## config.mk

```make
export PLATFORM = sky130hd
export DESIGN_NAME = apb_uart_rx_slave_flat
export DESIGN_NICKNAME = d
export VERILOG_FILES = /design/src/rtl/apb_uart_rx_slave_pkg.sv /design/src/rtl/apb_uart_rx_slave_if.sv /design/src/rtl/apb_uart_rx_slave_rx_core.sv /design/src/rtl/apb_uart_rx_slave.sv /design/src/flat_wrapper.sv
export SDC_FILE = /design/constraint.sdc
export NUM_CORES = 1
export LEC_CHECK = 0
export CAP_MARGIN = 20
export CORE_MARGIN = 5
export CORE_UTILIZATION = 55
export DETAILED_ROUTE_END_ITERATION = 10
export PLACE_DENSITY_LB_ADDON = 0.2
export SYNTH_ARGS = -nofsm -noshare
export SYNTH_HDL_FRONTEND = slang
export SYNTH_HIERARCHICAL = 1
export SYNTH_SLANG_ARGS = --single-unit
export TNS_END_PERCENT = 30
```

## constraint.sdc

```tcl
create_clock -name pclk -period 5.6 [get_ports pclk]
set_input_delay 0.56 -clock pclk [delete_from_list [all_inputs] [get_ports pclk]]
set_output_delay 0.56 -clock pclk [all_outputs]
set_load 0.01 [all_outputs]
```

## src/rtl/apb_uart_rx_slave_pkg.sv

```systemverilog
// Shared definitions for the APB UART receive slave.
//   - register byte offsets (RXDATA, STATUS, CTRL)
//   - STATUS / CTRL bit positions
//   - receive FSM state encoding
package apb_uart_pkg;

  localparam logic [4:0] RXDATA_OFF = 5'h00;
  localparam logic [4:0] STATUS_OFF = 5'h04;
  localparam logic [4:0] CTRL_OFF   = 5'h08;

  // STATUS bits; count occupies [7:4]
  localparam int ST_NOT_EMPTY = 0;
  localparam int ST_FULL      = 1;
  localparam int ST_OVERFLOW  = 2;
  localparam int ST_FRAME_ERR = 3;
  localparam int ST_COUNT_LSB = 4;

  // CTRL bits; the two clear bits are write-only strobes
  localparam int CTRL_RX_EN    = 0;
  localparam int CTRL_IRQ_EN   = 1;
  localparam int CTRL_CLR_OVF  = 2;
  localparam int CTRL_CLR_FERR = 3;

  typedef enum logic [1:0] {
    RX_IDLE  = 2'd0,
    RX_START = 2'd1,
    RX_DATA  = 2'd2,
    RX_STOP  = 2'd3
  } rx_state_e;

endpackage

```

## src/rtl/apb_uart_rx_slave_if.sv

```systemverilog
// APB bus bundle for the UART receive slave.
// Handshake: a transfer starts with a setup cycle (psel=1, penable=0), then
// access cycles (psel=1, penable=1) held by the master until the slave returns
// pready=1 for exactly one cycle; prdata and pslverr are only meaningful in
// that pready cycle.
//   master modport: drives psel/penable/pwrite/paddr/pwdata
//   slave modport : drives prdata/pready/pslverr
interface apb_uart_rx_slave_if;
  logic        psel;
  logic        penable;
  logic        pwrite;
  logic [4:0]  paddr;
  logic [31:0] pwdata;
  logic [31:0] prdata;
  logic        pready;
  logic        pslverr;

  modport master (
    output psel, penable, pwrite, paddr, pwdata,
    input  prdata, pready, pslverr
  );

  modport slave (
    input  psel, penable, pwrite, paddr, pwdata,
    output prdata, pready, pslverr
  );
endinterface

```

## src/rtl/apb_uart_rx_slave_rx_core.sv

```systemverilog
// UART 8N1 deserialiser: two-flop synchroniser, bit timer, receive FSM.
// Ports:
//   clk, rst      clock, synchronous active-high reset
//   rx            raw serial line (idle high)
//   rx_en         receiver enable; dropping it aborts any frame in progress
//   rx_byte       last assembled byte (valid with rx_valid)
//   rx_valid      1-cycle pulse: good stop bit seen
//   rx_frame_err  1-cycle pulse: stop bit was low, byte discarded
module uart_rx_core
  import apb_uart_pkg::*;
#(
  parameter int CLKS_PER_BIT = 10417
) (
  input  logic       clk,
  input  logic       rst,
  input  logic       rx,
  input  logic       rx_en,
  output logic [7:0] rx_byte,
  output logic       rx_valid,
  output logic       rx_frame_err
);

  localparam int CNT_W = $clog2(CLKS_PER_BIT);
  localparam logic [CNT_W-1:0] HALF_LAST = CNT_W'(CLKS_PER_BIT / 2 - 1);
  localparam logic [CNT_W-1:0] FULL_LAST = CNT_W'(CLKS_PER_BIT - 1);

  logic             rx_meta;
  logic             rx_sync;
  rx_state_e        state;
  rx_state_e        state_next;
  logic [CNT_W-1:0] cnt;
  logic [2:0]       bit_idx;
  logic [7:0]       shift;
  logic             half_tick;
  logic             bit_tick;

  // Synchroniser resets to the idle level so reset never looks like a start bit
  always_ff @(posedge clk) begin
    if (rst) begin
      rx_meta <= 1'b1;
      rx_sync <= 1'b1;
    end else begin
      rx_meta <= rx;
      rx_sync <= rx_meta;
    end
  end

  assign half_tick = (cnt == HALF_LAST);
  assign bit_tick  = (cnt == FULL_LAST);

  // State register
  always_ff @(posedge clk) begin
    if (rst) state <= RX_IDLE;
    else     state <= state_next;
  end

  // Next-state logic
  always_comb begin
    state_next = state;
    if (!rx_en) begin
      state_next = RX_IDLE;
    end else begin
      case (state)
        RX_IDLE:  if (!rx_sync) state_next = RX_START;
        RX_START: if (half_tick) state_next = rx_sync ? RX_IDLE : RX_DATA;
        RX_DATA:  if (bit_tick && bit_idx == 3'd7) state_next = RX_STOP;
        RX_STOP:  if (bit_tick) state_next = RX_IDLE;
        default:  state_next = RX_IDLE;
      endcase
    end
  end

  // Bit timer restarts on every state change and on every bit boundary, so
  // after the half-bit start check all samples land mid-bit.
  always_ff @(posedge clk) begin
    if (rst) begin
      cnt     <= '0;
      bit_idx <= '0;
      shift   <= '0;
    end else begin
      if (state == RX_IDLE || state_next != state || bit_tick) cnt <= '0;
      else                                                    cnt <= cnt + CNT_W'(1);

      if (state != RX_DATA)  bit_idx <= '0;
      else if (bit_tick)     bit_idx <= bit_idx + 3'd1;

      if (state == RX_DATA && bit_tick) shift <= {rx_sync, shift[7:1]};
    end
  end

  // Outputs
  always_comb begin
    rx_byte      = shift;
    rx_valid     = 1'b0;
    rx_frame_err = 1'b0;
    if (state == RX_STOP && bit_tick && rx_en) begin
      rx_valid     = rx_sync;
      rx_frame_err = !rx_sync;
    end
  end

endmodule

```

## src/rtl/apb_uart_rx_slave.sv

```systemverilog
// APB slave exposing a UART receiver through a small byte FIFO.
// Ports:
//   pclk, Reset  clock, synchronous active-high reset
//   apb          APB slave bundle (psel/penable/pwrite/paddr/pwdata in,
//                prdata/pready/pslverr out)
//   rx           serial input, 8N1, LSB first
//   rx_irq       level interrupt: FIFO non-empty and CTRL.irq_en
// Registers: 0x00 RXDATA (RO, pops), 0x04 STATUS (RO), 0x08 CTRL (RW).
module apb_uart_rx_slave
  import apb_uart_pkg::*;
#(
  parameter int CLKS_PER_BIT = 10417,
  parameter int FIFO_DEPTH   = 4
) (
  input  logic                pclk,
  input  logic                Reset,
  apb_uart_rx_slave_if.slave  apb,
  input  logic                rx,
  output logic                rx_irq
);

  localparam int AW = $clog2(FIFO_DEPTH);
  localparam int CW = $clog2(FIFO_DEPTH + 1);

  logic [7:0]    mem [FIFO_DEPTH];
  logic [AW-1:0] wr_ptr;
  logic [AW-1:0] rd_ptr;
  logic [CW-1:0] count;
  logic          full;
  logic          not_empty;

  logic          rx_en;
  logic          irq_en;
  logic          overflow;
  logic          frame_err;

  logic [7:0]    rx_byte;
  logic          rx_valid;
  logic          rx_frame_err;

  logic          access;
  logic [4:0]    off;
  logic          sel_rxdata;
  logic          sel_status;
  logic          sel_ctrl;
  logic          pop;
  logic          push;
  logic          ovf_set;
  logic          ctrl_wr;
  logic [31:0]   resp_data;
  logic          resp_err;

  // Address LSBs and upper write-data bits carry no meaning here
  logic unused_bits;
  assign unused_bits = ^{apb.paddr[1:0], apb.pwdata[31:4]};

  uart_rx_core #(.CLKS_PER_BIT(CLKS_PER_BIT)) u_core (
    .clk          (pclk),
    .rst          (Reset),
    .rx           (rx),
    .rx_en        (rx_en),
    .rx_byte      (rx_byte),
    .rx_valid     (rx_valid),
    .rx_frame_err (rx_frame_err)
  );

  assign full      = (count == CW'(FIFO_DEPTH));
  assign not_empty = (count != '0);
  assign rx_irq    = not_empty & irq_en;

  // The first access-phase cycle is the only one that acts; the registered
  // pready then masks the following cycle so nothing happens twice.
  assign access     = apb.psel & apb.penable & ~apb.pready;
  assign off        = {apb.paddr[4:2], 2'b00};
  assign sel_rxdata = (off == RXDATA_OFF);
  assign sel_status = (off == STATUS_OFF);
  assign sel_ctrl   = (off == CTRL_OFF);

  assign pop     = access & ~apb.pwrite & sel_rxdata & not_empty;
  // A pop in the same cycle frees a slot, so a push into a full FIFO still lands
  assign push    = rx_valid & (~full | pop);
  assign ovf_set = rx_valid & full & ~pop;
  assign ctrl_wr = access & apb.pwrite & sel_ctrl;

  always_comb begin
    resp_data = '0;
    resp_err  = 1'b0;
    if (apb.pwrite) begin
      resp_err = ~sel_ctrl;
    end else if (sel_rxdata) begin
      resp_err = ~not_empty;
      if (not_empty) resp_data = {24'd0, mem[rd_ptr]};
    end else if (sel_status) begin
      resp_data[ST_NOT_EMPTY]               = not_empty;
      resp_data[ST_FULL]                    = full;
      resp_data[ST_OVERFLOW]                = overflow;
      resp_data[ST_FRAME_ERR]               = frame_err;
      resp_data[ST_COUNT_LSB +: 4]          = 4'(count);
    end else if (sel_ctrl) begin
      resp_data[CTRL_RX_EN]  = rx_en;
      resp_data[CTRL_IRQ_EN] = irq_en;
    end else begin
      resp_err = 1'b1;
    end
  end

  // APB response: one-cycle registered pready with data/error alongside
  always_ff @(posedge pclk) begin
    if (Reset) begin
      apb.pready  <= 1'b0;
      apb.prdata  <= '0;
      apb.pslverr <= 1'b0;
    end else begin
      apb.pready  <= access;
      apb.prdata  <= access ? resp_data : 32'd0;
      apb.pslverr <= access & resp_err;
    end
  end

  // FIFO storage needs no reset; pointers and count define its contents
  always_ff @(posedge pclk) begin
    if (push) mem[wr_ptr] <= rx_byte;
  end

  always_ff @(posedge pclk) begin
    if (Reset) begin
      wr_ptr <= '0;
      rd_ptr <= '0;
      count  <= '0;
    end else begin
      if (push) wr_ptr <= wr_ptr + AW'(1);
      if (pop)  rd_ptr <= rd_ptr + AW'(1);
      case ({push, pop})
        2'b10:   count <= count + CW'(1);
        2'b01:   count <= count - CW'(1);
        default: count <= count;
      endcase
    end
  end

  // Control and sticky status; a same-cycle set beats a clear
  always_ff @(posedge pclk) begin
    if (Reset) begin
      rx_en     <= 1'b1;
      irq_en    <= 1'b0;
      overflow  <= 1'b0;
      frame_err <= 1'b0;
    end else begin
      if (ctrl_wr) begin
        rx_en  <= apb.pwdata[CTRL_RX_EN];
        irq_en <= apb.pwdata[CTRL_IRQ_EN];
      end
      if (ovf_set)                                 overflow <= 1'b1;
      else if (ctrl_wr && apb.pwdata[CTRL_CLR_OVF]) overflow <= 1'b0;
      if (rx_frame_err)                              frame_err <= 1'b1;
      else if (ctrl_wr && apb.pwdata[CTRL_CLR_FERR]) frame_err <= 1'b0;
    end
  end

endmodule

```

## src/flat_wrapper.sv

```systemverilog
// flat-port wrapper written by rule: the top's interface ports become plain ports
module apb_uart_rx_slave_flat import apb_uart_pkg::*;
#(
  parameter int CLKS_PER_BIT = 10417,
  parameter int FIFO_DEPTH   = 4
)
  (pclk, Reset, rx, rx_irq, apb_psel, apb_penable, apb_pwrite, apb_paddr, apb_pwdata, apb_prdata, apb_pready, apb_pslverr);
  apb_uart_rx_slave_if apb_i ();
  input  logic pclk;
  input  logic Reset;
  input  logic rx;
  output logic rx_irq;
  input wire logic [$bits(apb_i.psel)-1:0] apb_psel;
  input wire logic [$bits(apb_i.penable)-1:0] apb_penable;
  input wire logic [$bits(apb_i.pwrite)-1:0] apb_pwrite;
  input wire logic [$bits(apb_i.paddr)-1:0] apb_paddr;
  input wire logic [$bits(apb_i.pwdata)-1:0] apb_pwdata;
  output wire logic [$bits(apb_i.prdata)-1:0] apb_prdata;
  output wire logic [$bits(apb_i.pready)-1:0] apb_pready;
  output wire logic [$bits(apb_i.pslverr)-1:0] apb_pslverr;
  assign apb_i.psel = apb_psel;
  assign apb_i.penable = apb_penable;
  assign apb_i.pwrite = apb_pwrite;
  assign apb_i.paddr = apb_paddr;
  assign apb_i.pwdata = apb_pwdata;
  assign apb_prdata = apb_i.prdata;
  assign apb_pready = apb_i.pready;
  assign apb_pslverr = apb_i.pslverr;
  apb_uart_rx_slave #(.CLKS_PER_BIT(CLKS_PER_BIT), .FIFO_DEPTH(FIFO_DEPTH)) u_core (.pclk(pclk), .Reset(Reset), .apb(apb_i), .rx(rx), .rx_irq(rx_irq));
endmodule
```

==> impl_metrics.prom, run 1 <==
# TYPE chip_impl_metric gauge
chip_impl_metric{name="clock_insertion_delay_worst_skew",unit="ps"} 350
chip_impl_metric{name="drc",unit=""} 0
chip_impl_metric{name="maxCapViolations",unit=""} 0
chip_impl_metric{name="tns",unit="ps"} 0
chip_impl_metric{name="detailedRoute.firstIterationViolations",unit=""} 190
chip_impl_metric{name="firstDrtPassIters",unit=""} 4
chip_impl_metric{name="timing.critical_path.fanout_max",unit=""} 13
chip_impl_metric{name="post_cts_hold_buffer_count",unit=""} 0
chip_impl_metric{name="fillerInstances",unit=""} 555
chip_impl_info{name="rsz0062_at_grt",value="false"} 1
chip_impl_metric{name="design.die.area",unit="mm^2"} 0.00871
chip_impl_metric{name="setup_violations",unit=""} 0
chip_impl_metric{name="max_slew.worst_pin.slew",unit="ps"} 978
chip_impl_metric{name="floorplan.initialDensity",unit="%"} 56.2
chip_impl_info{name="worstPathCellList",value="nor4b_2 > nand4_1 > or3_1 > nor2_1 > inv_1 > nand2_1 > fa_1 > or4_1 > a21oi_1"} 1
chip_impl_info{name="setup.worst_path.start_class",value="flop"} 1
chip_impl_metric{name="cts-resized-gates",unit=""} 0
chip_impl_metric{name="multi_input_comb_area",unit="mm^2"} 0.00160
chip_impl_info{name="min-delay-path-class",value="flop to flop"} 1
chip_impl_metric{name="cts-root-to-sink-buffers",unit=""} 2
chip_impl_metric{name="post-place-cells",unit=""} 459
chip_impl_metric{name="track_usage",unit="%"} 16.5
chip_impl_metric{name="achievable-frequency",unit="GHz"} 0.264
chip_impl_metric{name="skew",unit="ps"} 11.2
chip_impl_metric{name="portBuffers",unit=""} 23
chip_impl_metric{name="drtAntennaViolNets",unit=""} 0
chip_impl_metric{name="asyncSetResetFlopFracSynth",unit="%"} 0
chip_impl_metric{name="yosysSeqAreaShare",unit="%"} 52.4
chip_impl_metric{name="diodes",unit=""} 0
chip_impl_info{name="yosys_most_used_dff",value="sky130_fd_sc_hd__dfxtp_1"} 1
chip_impl_metric{name="avgSynthCellArea",unit="um^2"} 10.8
chip_impl_metric{name="setup_ws",unit="ps"} 1810
chip_impl_metric{name="gr-total-overflow",unit=""} 0
chip_impl_metric{name="grt_antenna_before_repair",unit=""} 0
chip_impl_metric{name="count_of_flip_flops_with_a_built_in_enable_after_synthesis",unit=""} 32
chip_impl_metric{name="finalNetCount",unit=""} 428
chip_impl_metric{name="maxSlewViolCount",unit=""} 0
chip_impl_metric{name="place_area",unit="mm^2"} 0.00402
chip_impl_metric{name="vdd.ir_drop.worst",unit="mV"} 0.170
chip_impl_metric{name="placeableCoreArea",unit="mm^2"} 0.00679
chip_impl_metric{name="io-pin-count",unit=""} 78
chip_impl_metric{name="drive_gt1_share",unit="%"} 8.92
chip_impl_metric{name="seq_area",unit="mm^2"} 0.00200
chip_impl_metric{name="areaGrowthSynthToFinish",unit="%"} 10.5
chip_impl_metric{name="finalCritPeriodShare",unit="%"} 67.7
chip_impl_metric{name="cts_num_sinks",unit=""} 84
chip_impl_metric{name="gp_routability_congestion",unit=""} 0.834
chip_impl_info{name="crit_slowest_cell",value="sky130_fd_sc_hd__nor2_1"} 1
chip_impl_metric{name="count_of_synthesis_stage_warnings_from_yosys",unit=""} 6
chip_impl_metric{name="cts_inserted_buffers",unit=""} 9
chip_impl_metric{name="post_cts.repair.setup_buffers",unit=""} 0
chip_impl_metric{name="cp_data_required_time",unit="ps"} 5880
chip_impl_info{name="status",value="finished, final reports clean"} 1
chip_impl_metric{name="cts.reportedPaths.clkPinSlew",unit="ps"} 90
chip_impl_metric{name="instances_no_fill",unit=""} 477
chip_impl_metric{name="powerDensity",unit="mW/mm^2"} 256
chip_impl_metric{name="wirelength",unit="um"} 6880
chip_impl_metric{name="synth_area",unit="mm^2"} 0.00382
chip_impl_metric{name="netlist_instances",unit=""} 355
chip_impl_metric{name="number_of_flip_flops_and_latches_in_the_synthesized_netlist",unit=""} 84
chip_impl_metric{name="preCtsSetupSlack",unit="ps"} 1870
chip_impl_metric{name="drt-wirelength-per-cell",unit="um"} 14.4
chip_impl_info{name="ctsRootBufferMaster",value="sky130_fd_sc_hd__clkbuf_8"} 1
chip_impl_metric{name="grt_pass1_vias",unit=""} 2369
chip_impl_metric{name="global_route_wire_length_before_repair",unit="um"} 11300
chip_impl_info{name="worst-setup-path-type",value="flop to flop"} 1
chip_impl_metric{name="routed_via_density",unit=""} 5.39
chip_impl_metric{name="htreeDepth",unit=""} 3
chip_impl_metric{name="timing.final.crit_period",unit="ps"} 3790
chip_impl_metric{name="max-slew-margin-rel",unit="%"} 34.2
chip_impl_metric{name="grt_max_degree",unit=""} 32
chip_impl_metric{name="fin_util",unit="%"} 62.1
chip_impl_metric{name="netlist-cell-type-count",unit=""} 51
chip_impl_metric{name="leakage",unit="nW"} 1.43
chip_impl_metric{name="final_area",unit="mm^2"} 0.00422
chip_impl_metric{name="die-width",unit="um"} 93.4
chip_impl_metric{name="arrival",unit="ps"} 4070
chip_impl_metric{name="hold_viol",unit=""} 0
chip_impl_metric{name="detailed_place_hpwl",unit="um"} 4790
chip_impl_info{name="tritoncts",value="yes"} 1
chip_impl_info{name="worst_setup_path_end_kind",value="flop"} 1
chip_impl_metric{name="placement_rows",unit=""} 30
chip_impl_metric{name="vias",unit=""} 2571
chip_impl_metric{name="timing.critical_path.slowest_cell_delay",unit="ps"} 560
chip_impl_metric{name="die_y_extent",unit="um"} 93.4
## through the flow
stage          total power, mW  hold WS (ps)
2_1_floorplan            0.681           389
3_3_place_gp             0.685           417
3_5_place_dp             0.685           415
4_1_cts                   1.09           434
5_1_grt                   1.13           432
6_report                  1.08           423
## metal layers
metal  part of all wire [%]  track usage (%)  vias up
li1                       -                -     1283
met1                     44             21.8     1213
met2                     49             25.9       60
met3                    4.6             3.30       15
met4                    2.4             8.06        0
met5                      0                0        -
## report_power, final
group | switching (mW) | internal [mW]
registers | 0.00216 | 0.630
logic | 0.0252 | 0.0150
clock network | 0.235 | 0.172
## synthesized netlist by cell type (all sizes together), types with 6 or more instances
master / number / area, um^2
nand3: 16 / 80.1
mux4: 8 / 180
ha: 8 / 100
clkbuf: 9 / 33.8
nand2: 12 / 45.0
buf: 30 / 213
dfxtp: 52 / 1040
edfxtp: 32 / 961
a21oi: 18 / 90.1
nor3: 20 / 111
o21ai: 20 / 100
nor2: 25 / 93.8
nand4: 6 / 52.6
xnor2: 10 / 87.6
inv: 16 / 60.1
or3: 7 / 48.8
## cell families after synthesis
kind of cell | after synthesis | synth area share (%)
muxes | 12 | 5.80
DFF | 84 | 52.4
other | 1 | 0.0981
AOI/OAI and AO/OA | 59 | 9.33
xor gates and xnor gates | 14 | 3.21
buffers and inverters | 55 | 8.02
adders and majority gates | 9 | 3.14
and+or+nand+nor | 121 | 18.0
## layout by cell type (no fill, tap or decap), types with 9 or more instances in the layout
master                            Yosys  layout
sky130_fd_sc_hd__edfxtp_1            32      32
sky130_fd_sc_hd__clkbuf_8             0       9
sky130_fd_sc_hd__nor3_1              19      19
sky130_fd_sc_hd__conb_1               1      24
sky130_fd_sc_hd__nand3_1             16      16
sky130_fd_sc_hd__clkdlybuf4s50_1      0      23
sky130_fd_sc_hd__xnor2_1             10      10
sky130_fd_sc_hd__nor2_1              25      25
sky130_fd_sc_hd__o21ai_0             20      20
sky130_fd_sc_hd__inv_1               16      16
sky130_fd_sc_hd__nand2_1             12      12
sky130_fd_sc_hd__dfxtp_1             52      52
sky130_fd_sc_hd__a21oi_1             18      18
## flip-flops by register name, indices dropped and copies added, names as in the netlist, 2 cells and up, named ones only
| name | flops |
|---|---|
| u_core/apb.prdata | 8 |
| u_core/count | 3 |
| u_core/mem | 32 |
| u_core/rd_ptr | 2 |
| u_core/u_core/bit_idx | 3 |
| u_core/u_core/cnt | 14 |
| u_core/u_core/rx_byte | 8 |
| u_core/u_core/state | 2 |
| u_core/wr_ptr | 2 |
## final cells by class
class,instances,area share (%)
Clock buffer,9,2.93
Timing Repair Buffer,26,5.99
Clock inverter,7,1.51
Multi-Input combinational cell,239,37.9
Inverter,16,1.42
Tap cell,96,2.85
Sequential cell,84,47.4
## critical path, delay by kind of cell, from the launching register on
kind	cells	cell delay, ps
adders and majority gates	1	440
buffers and inverters	1	230
AOI/OAI and AO/OA	1	140
DFF	1	430
and+or+nand+nor	6	2480
## final timing paths
check	startpoint	endpoint	slack, ps	cells past startpoint
worst max register to register	u_core/u_core/cnt[4]$_SDFF_PP0_	u_core/count[1]$_SDFFE_PP0P_	1810	9
worst min register to register	u_core/u_core/rx_meta$_SDFF_PP1_	u_core/u_core/rx_sync$_SDFF_PP1_	420	1
worst max-delay path	u_core/u_core/cnt[4]$_SDFF_PP0_	u_core/count[1]$_SDFFE_PP0P_	1810	9
worst min-delay path	u_core/u_core/rx_meta$_SDFF_PP1_	u_core/u_core/rx_sync$_SDFF_PP1_	420	1
No activity file was read; power rests on OpenSTA's default activity.
==> inputs of run 2 (changes only) <==
--- a/config.mk
+++ b/config.mk
@@ -7,7 +7,7 @@
 export LEC_CHECK = 0
 export CAP_MARGIN = 20
 export CORE_MARGIN = 5
-export CORE_UTILIZATION = 55
+export CORE_UTILIZATION = 51
 export DETAILED_ROUTE_END_ITERATION = 10
 export PLACE_DENSITY_LB_ADDON = 0.2
 export SYNTH_ARGS = -nofsm -noshare
==> constraint.sdc (replaced) <==
create_clock -name pclk -period 3.5 [get_ports pclk]
set_input_delay 0.35 -clock pclk [delete_from_list [all_inputs] [get_ports pclk]]
set_output_delay 0.35 -clock pclk [all_outputs]
set_load 0.01 [all_outputs]
==> run 2 against run 1 <==
- core utilization is 3.5 points lower
- critical path depth stayed put
- clock power is 67% higher
- non-clock buffer count is 5 higher
- count of clock-buffer cells in the layout stayed put
- clock skew is 0.66 ps lower
- cell area is 1.3% higher
==> impl_metrics.prom, run 2 (synthesis results as in run 1) <==
# TYPE chip_impl_metric gauge
chip_impl_metric{name="hold_viol",unit=""} 0
chip_impl_metric{name="timing.critical_path.fanout_max",unit=""} 6
chip_impl_metric{name="placement_rows",unit=""} 31
chip_impl_metric{name="gp_routability_congestion",unit=""} 0.842
chip_impl_metric{name="drtAntennaViolNets",unit=""} 0
chip_impl_metric{name="gr-total-overflow",unit=""} 0
chip_impl_info{name="worst-setup-path-type",value="flop to flop"} 1
chip_impl_metric{name="placeableCoreArea",unit="mm^2"} 0.00729
chip_impl_metric{name="post_cts_hold_buffer_count",unit=""} 0
chip_impl_metric{name="max-slew-margin-rel",unit="%"} 62.1
chip_impl_info{name="largest_registers",value="u_core/mem x32, u_core/u_core/cnt x14"} 1
chip_impl_metric{name="finalCritPeriodShare",unit="%"} 84.0
chip_impl_metric{name="tns",unit="ps"} 0
chip_impl_metric{name="grt_max_degree",unit=""} 25
chip_impl_metric{name="combPwrFrac",unit="%"} 3.8
chip_impl_metric{name="areaGrowthSynthToFinish",unit="%"} 11.9
chip_impl_metric{name="p_seq_share",unit="%"} 57.5
chip_impl_metric{name="grt_pass1_vias",unit=""} 2529
chip_impl_info{name="status",value="finished, final reports clean"} 1
chip_impl_metric{name="preCtsSetupSlack",unit="ps"} 381
chip_impl_metric{name="cts.reportedPaths.clkPinSlew",unit="ps"} 100
chip_impl_metric{name="portBuffers",unit=""} 23
chip_impl_metric{name="routed_via_density",unit=""} 5.43
chip_impl_info{name="largest-register",value="u_core/mem"} 1
chip_impl_metric{name="timing.final.crit_period",unit="ps"} 2940
chip_impl_metric{name="cts_num_sinks",unit=""} 84
chip_impl_info{name="min-delay-path-class",value="flop to flop"} 1
chip_impl_metric{name="drive_gt1_share",unit="%"} 10.1
chip_impl_metric{name="cts-root-to-sink-buffers",unit=""} 2
chip_impl_metric{name="finalNetCount",unit=""} 433
chip_impl_metric{name="largest_register_ffs",unit=""} 32
chip_impl_metric{name="detailedRoute.firstIterationViolations",unit=""} 115
chip_impl_metric{name="diodes",unit=""} 0
chip_impl_info{name="ctsRootBufferMaster",value="sky130_fd_sc_hd__clkbuf_8"} 1
chip_impl_metric{name="achievable-frequency",unit="GHz"} 0.340
chip_impl_metric{name="grt_antenna_before_repair",unit=""} 0
chip_impl_info{name="tritoncts",value="yes"} 1
chip_impl_metric{name="firstDrtPassIters",unit=""} 5
chip_impl_metric{name="detailed_place_hpwl",unit="um"} 5160
chip_impl_metric{name="setup_violations",unit=""} 0
chip_impl_metric{name="powerDensity",unit="mW/mm^2"} 412
chip_impl_info{name="most_common_cell_after_layout_fill_and_taps_aside",value="sky130_fd_sc_hd__dfxtp_1"} 1
chip_impl_metric{name="wirelength",unit="um"} 7290
chip_impl_metric{name="fin_total_pwr",unit="mW"} 1.76
chip_impl_metric{name="die-width",unit="um"} 96.6
chip_impl_metric{name="floorplan.initialDensity",unit="%"} 52.4
chip_impl_metric{name="power_report.internal_total",unit="mW"} 1.32
chip_impl_metric{name="global_route_wire_length_before_repair",unit="um"} 12000
chip_impl_metric{name="setup_ws",unit="ps"} 560
chip_impl_metric{name="arrival",unit="ps"} 3230
chip_impl_metric{name="vias",unit=""} 2634
chip_impl_metric{name="htreeDepth",unit=""} 3
chip_impl_metric{name="leakage",unit="nW"} 1.46
chip_impl_metric{name="vdd.ir_drop.worst",unit="mV"} 0.192
chip_impl_metric{name="switching_power",unit="uW"} 442
chip_impl_metric{name="whs",unit="ps"} 440
chip_impl_metric{name="drt-wirelength-per-cell",unit="um"} 15.0
chip_impl_metric{name="power_switching_share",unit="%"} 25.1
chip_impl_metric{name="max_slew.worst_pin.slew",unit="ps"} 567
chip_impl_metric{name="post_cts.repair.setup_buffers",unit=""} 0
chip_impl_metric{name="die_y_extent",unit="um"} 96.6
chip_impl_metric{name="design.die.area",unit="mm^2"} 0.00932
chip_impl_info{name="final_cell_mix",value="sky130_fd_sc_hd__dfxtp_1, sky130_fd_sc_hd__edfxtp_1, sky130_fd_sc_hd__nor2_1"} 1
chip_impl_metric{name="maxCapViolations",unit=""} 0
chip_impl_info{name="rsz0062_at_grt",value="false"} 1
chip_impl_metric{name="power.clock.fraction",unit="%"} 38.7
chip_impl_metric{name="cp_data_required_time",unit="ps"} 3800
chip_impl_metric{name="maxSlewViolCount",unit=""} 0
chip_impl_metric{name="cts-resized-gates",unit=""} 0
chip_impl_info{name="setup.worst_path.start_class",value="flop"} 1
chip_impl_metric{name="cts_inserted_buffers",unit=""} 9
chip_impl_metric{name="clock_insertion_delay_worst_skew",unit="ps"} 350
chip_impl_metric{name="fillerInstances",unit=""} 640
chip_impl_metric{name="track_usage",unit="%"} 16.8
chip_impl_metric{name="io-pin-count",unit=""} 78
chip_impl_metric{name="skew",unit="ps"} 10.5
chip_impl_info{name="worst_setup_path_end_kind",value="flop"} 1
chip_impl_metric{name="drc",unit=""} 0
==> run 2: final timing paths <==
| kind | from | end | slack (ps) | cells after the start |
|---|---|---|---|---|
| max reg2reg | u_core/u_core/cnt[4]$_SDFF_PP0_ | u_core/count[1]$_SDFFE_PP0P_ | 560 | 9 |
| min reg2reg | u_core/u_core/rx_meta$_SDFF_PP1_ | u_core/u_core/rx_sync$_SDFF_PP1_ | 440 | 1 |
| min | u_core/u_core/rx_meta$_SDFF_PP1_ | u_core/u_core/rx_sync$_SDFF_PP1_ | 440 | 1 |
| max | u_core/u_core/cnt[4]$_SDFF_PP0_ | u_core/count[1]$_SDFFE_PP0P_ | 560 | 9 |
==> run 2: cell type report <==
class	instances	area [um^2]	area share [%]
flip-flops and latches	84	2000	46.8
inverters	16	60.1	1.40
repair buffers	31	290	6.79
clock inverters	7	76.3	1.79
multi-input cells	239	1600	37.4
well taps	99	124	2.90
clock buffers	9	124	2.90
==> run 2: stage by stage <==
| stage | cell area (um^2) | cells | util (%) |
|---|---|---|---|
| floorplan | 3910 | 378 | - |
| global placement | 4080 | 469 | 55.9 |
| detailed placement | 4080 | 469 | 55.9 |
| CTS | 4280 | 485 | 58.6 |
| global route | 4280 | 485 | 58.6 |
| finish | 4280 | 485 | 58.6 |
==> run 2: critical path: stages (launching register included) <==
cell and delay [ps]:
sky130_fd_sc_hd__dfxtp_1 450, sky130_fd_sc_hd__nor4b_2 340, sky130_fd_sc_hd__nand4_1 170, sky130_fd_sc_hd__or3_1 410
sky130_fd_sc_hd__nor2_1 170, sky130_fd_sc_hd__inv_1 140, sky130_fd_sc_hd__nand2_1 100, sky130_fd_sc_hd__fa_1 440
sky130_fd_sc_hd__or4_1 520, sky130_fd_sc_hd__a21oi_1 140
==> run 2: power by group through the flow <==
stage                     clock network, mW  logic, mW  registers [mW]
after floorplan                           0     0.0549            1.03
after global placement                    0     0.0651            1.03
after detailed placement                  0     0.0659            1.03
after CTS                             0.697     0.0663            1.01
after global routing                  0.736     0.0744            1.01
final                                 0.680     0.0670            1.01
==> run 2: metal layers <==
metal  global-route usage [%]  vias to the layer above  share of wire [%]
li1                         -                     1298                  -
met5                        0                        -                  0
met1                     21.1                     1244                 43
met2                     27.8                       76                 49
met4                     8.64                        0                2.3
met3                     3.02                       16                5.5
==> inputs of run 3 (changes only) <==
--- a/config.mk
+++ b/config.mk
@@ -7,7 +7,7 @@
 export LEC_CHECK = 0
 export CAP_MARGIN = 20
 export CORE_MARGIN = 5
-export CORE_UTILIZATION = 51
+export CORE_UTILIZATION = 46
 export DETAILED_ROUTE_END_ITERATION = 10
 export PLACE_DENSITY_LB_ADDON = 0.2
 export SYNTH_ARGS = -nofsm -noshare
==> constraint.sdc (replaced) <==
create_clock -name pclk -period 2.6 [get_ports pclk]
set_input_delay 0.26 -clock pclk [delete_from_list [all_inputs] [get_ports pclk]]
set_output_delay 0.26 -clock pclk [all_outputs]
set_load 0.01 [all_outputs]
==> run 3 against run 2 <==
- clock skew shrank 3.9 ps
- flip-flop and latch count did not move
- combinational power increased by 47%
- critical path depth is the same
- register-to-register slack worse by 510 ps
- count of clock-buffer cells in the layout did not move
- core utilization is 2.8 points lower
- hold slack worse by 26 ps
- clock power grew 27%
==> impl_metrics.prom, run 3 (synthesis results as in run 1) <==
# TYPE chip_impl_metric gauge
chip_impl_metric{name="grt_pass1_vias",unit=""} 2504
chip_impl_metric{name="placement_rows",unit=""} 33
chip_impl_metric{name="die_y_extent",unit="um"} 101
chip_impl_metric{name="areaGrowthSynthToFinish",unit="%"} 19.5
chip_impl_metric{name="detailedRoute.firstIterationViolations",unit=""} 88
chip_impl_metric{name="fin_util",unit="%"} 55.8
chip_impl_metric{name="largest_register_ffs",unit=""} 32
chip_impl_metric{name="diodes",unit=""} 0
chip_impl_metric{name="met3_capacity_usage_during_global_routing",unit="%"} 3.99
chip_impl_metric{name="detailed_place_hpwl",unit="um"} 5480
chip_impl_info{name="ctsRootBufferMaster",value="sky130_fd_sc_hd__clkbuf_8"} 1
chip_impl_info{name="setup.worst_path.start_class",value="flop"} 1
chip_impl_info{name="min-delay-path-class",value="flop to flop"} 1
chip_impl_info{name="largest-register",value="u_core/mem"} 1
chip_impl_metric{name="finalCritPeriodShare",unit="%"} 98.1
chip_impl_info{name="status",value="finished, final reports clean"} 1
chip_impl_metric{name="floorplan.initialDensity",unit="%"} 46.7
chip_impl_metric{name="grt_max_degree",unit=""} 19
chip_impl_info{name="rsz0062_at_grt",value="true"} 1
chip_impl_info{name="worst-setup-path-type",value="flop to flop"} 1
chip_impl_metric{name="track_usage",unit="%"} 15.2
chip_impl_metric{name="global_route_wire_length_before_repair",unit="um"} 12000
chip_impl_metric{name="cts_num_sinks",unit=""} 84
chip_impl_metric{name="gp_routability_congestion",unit=""} 0.819
chip_impl_metric{name="arrival",unit="ps"} 2840
chip_impl_metric{name="tns",unit="ps"} 0
chip_impl_metric{name="whs",unit="ps"} 414
chip_impl_metric{name="portBuffers",unit=""} 23
chip_impl_metric{name="cp_data_required_time",unit="ps"} 2890
chip_impl_metric{name="gr-total-overflow",unit=""} 0
chip_impl_metric{name="drtAntennaViolNets",unit=""} 0
chip_impl_metric{name="hold_viol",unit=""} 0
chip_impl_metric{name="vias",unit=""} 2710
chip_impl_info{name="final_cell_mix",value="sky130_fd_sc_hd__dfxtp_1, sky130_fd_sc_hd__edfxtp_1, sky130_fd_sc_hd__buf_4"} 1
chip_impl_metric{name="drive_gt1_share",unit="%"} 18.8
chip_impl_metric{name="wirelength",unit="um"} 7470
chip_impl_metric{name="skew",unit="ps"} 6.63
chip_impl_metric{name="max-slew-margin-rel",unit="%"} 61.3
chip_impl_metric{name="post_cts.repair.setup_buffers",unit=""} 0
chip_impl_metric{name="cts_inserted_buffers",unit=""} 9
chip_impl_metric{name="grtUsageMet1",unit="%"} 19.7
chip_impl_metric{name="maxSlewViolCount",unit=""} 0
chip_impl_metric{name="vdd.ir_drop.worst",unit="mV"} 0.253
chip_impl_metric{name="finalNetCount",unit=""} 461
chip_impl_info{name="largest_registers",value="u_core/mem x32, u_core/u_core/cnt x14"} 1
chip_impl_metric{name="drc",unit=""} 0
chip_impl_metric{name="setup_violations",unit=""} 0
chip_impl_metric{name="maxCapViolations",unit=""} 0
chip_impl_metric{name="powerDensity",unit="mW/mm^2"} 508
chip_impl_metric{name="timing.critical_path.fanout_max",unit=""} 2
chip_impl_metric{name="placeableCoreArea",unit="mm^2"} 0.00818
chip_impl_metric{name="io-pin-count",unit=""} 78
chip_impl_metric{name="grt_antenna_before_repair",unit=""} 0
chip_impl_metric{name="leakage",unit="nW"} 1.62
chip_impl_metric{name="max_slew.worst_pin.slew",unit="ps"} 575
chip_impl_metric{name="cts-root-to-sink-buffers",unit=""} 2
chip_impl_metric{name="fin_total_pwr",unit="mW"} 2.32
chip_impl_metric{name="routed_via_density",unit=""} 5.22
chip_impl_metric{name="preCtsSetupSlack",unit="ps"} -130
chip_impl_metric{name="achievable-frequency",unit="GHz"} 0.392
chip_impl_info{name="tritoncts",value="yes"} 1
chip_impl_metric{name="die-width",unit="um"} 101
chip_impl_metric{name="drt-wirelength-per-cell",unit="um"} 14.4
chip_impl_metric{name="htreeDepth",unit=""} 3
chip_impl_metric{name="timing.final.crit_period",unit="ps"} 2550
chip_impl_info{name="worst_setup_path_end_kind",value="flop"} 1
chip_impl_metric{name="design.die.area",unit="mm^2"} 0.0102
chip_impl_metric{name="cts.reportedPaths.clkPinSlew",unit="ps"} 90
chip_impl_metric{name="setup_ws",unit="ps"} 48.9
chip_impl_metric{name="clock_insertion_delay_worst_skew",unit="ps"} 350
chip_impl_info{name="most_common_cell_after_layout_fill_and_taps_aside",value="sky130_fd_sc_hd__dfxtp_1"} 1
chip_impl_info{name="most_used_routing_layer",value="met2"} 1
chip_impl_metric{name="global_route.usage.met2",unit="%"} 24.4
chip_impl_metric{name="firstDrtPassIters",unit=""} 5
run 3: metrics by stage:
| stage | area [um^2] | cells |
|---|---|---|
| floorplan | 3940 | 378 |
| global placement | 4380 | 503 |
| detailed placement | 4380 | 503 |
| CTS | 4560 | 519 |
| global route | 4570 | 519 |
| finish | 4570 | 519 |
run 3: per-layer routing:
layer	wire, um	share of wire, %	up-vias
met3	472	6.3	12
met2	3530	47	71
met1	3330	45	1277
met5	0	0	-
li1	-	-	1350
met4	136	1.8	0
run 3: report_power, final:
| group | internal [mW] | switching, mW |
|---|---|---|
| registers | 1.36 | 0.00363 |
| clock network | 0.362 | 0.500 |
| logic | 0.0397 | 0.0586 |
| total | 1.76 | 0.562 |
run 3: layout make-up:
cell class | instances | area (um^2)
inverter | 16 | 60.1
fill | 718 | 3610
clock buffer | 9 | 124
timing repair buffer | 59 | 551
clock inverter | 7 | 58.8
multi-input combinational | 239 | 1630
tap | 105 | 131
sequential | 84 | 2010
run 3: worst paths after layout:
check | cells after the start | to | slack, ps | startpoint
hold / removal | 1 | u_core/u_core/rx_sync$_SDFF_PP1_ | 410 | u_core/u_core/rx_meta$_SDFF_PP1_
hold reg to reg | 1 | u_core/u_core/rx_sync$_SDFF_PP1_ | 410 | u_core/u_core/rx_meta$_SDFF_PP1_
setup / recovery | 9 | u_core/count[1]$_SDFFE_PP0P_ | 50 | u_core/u_core/cnt[3]$_SDFF_PP0_
setup reg to reg | 9 | u_core/count[1]$_SDFFE_PP0P_ | 50 | u_core/u_core/cnt[3]$_SDFF_PP0_
run 3: critical path: stages (launching register included):
cell and delay [ps]:
sky130_fd_sc_hd__dfxtp_2 340, sky130_fd_sc_hd__nor4b_4 300, sky130_fd_sc_hd__nand4_1 180, sky130_fd_sc_hd__or3_4 410, sky130_fd_sc_hd__nor2_4 110, sky130_fd_sc_hd__inv_2 50
sky130_fd_sc_hd__nand2_2 50, sky130_fd_sc_hd__fa_1 430, sky130_fd_sc_hd__or4_1 500, sky130_fd_sc_hd__a21oi_2 130
run 3: timing repair:
item                                    in CTS  in global routing
pin swaps                                    1                  6
gates resized for setup                      0                  3
endpoints found under the setup margin       1                  2
hold buffers                                 0                  0
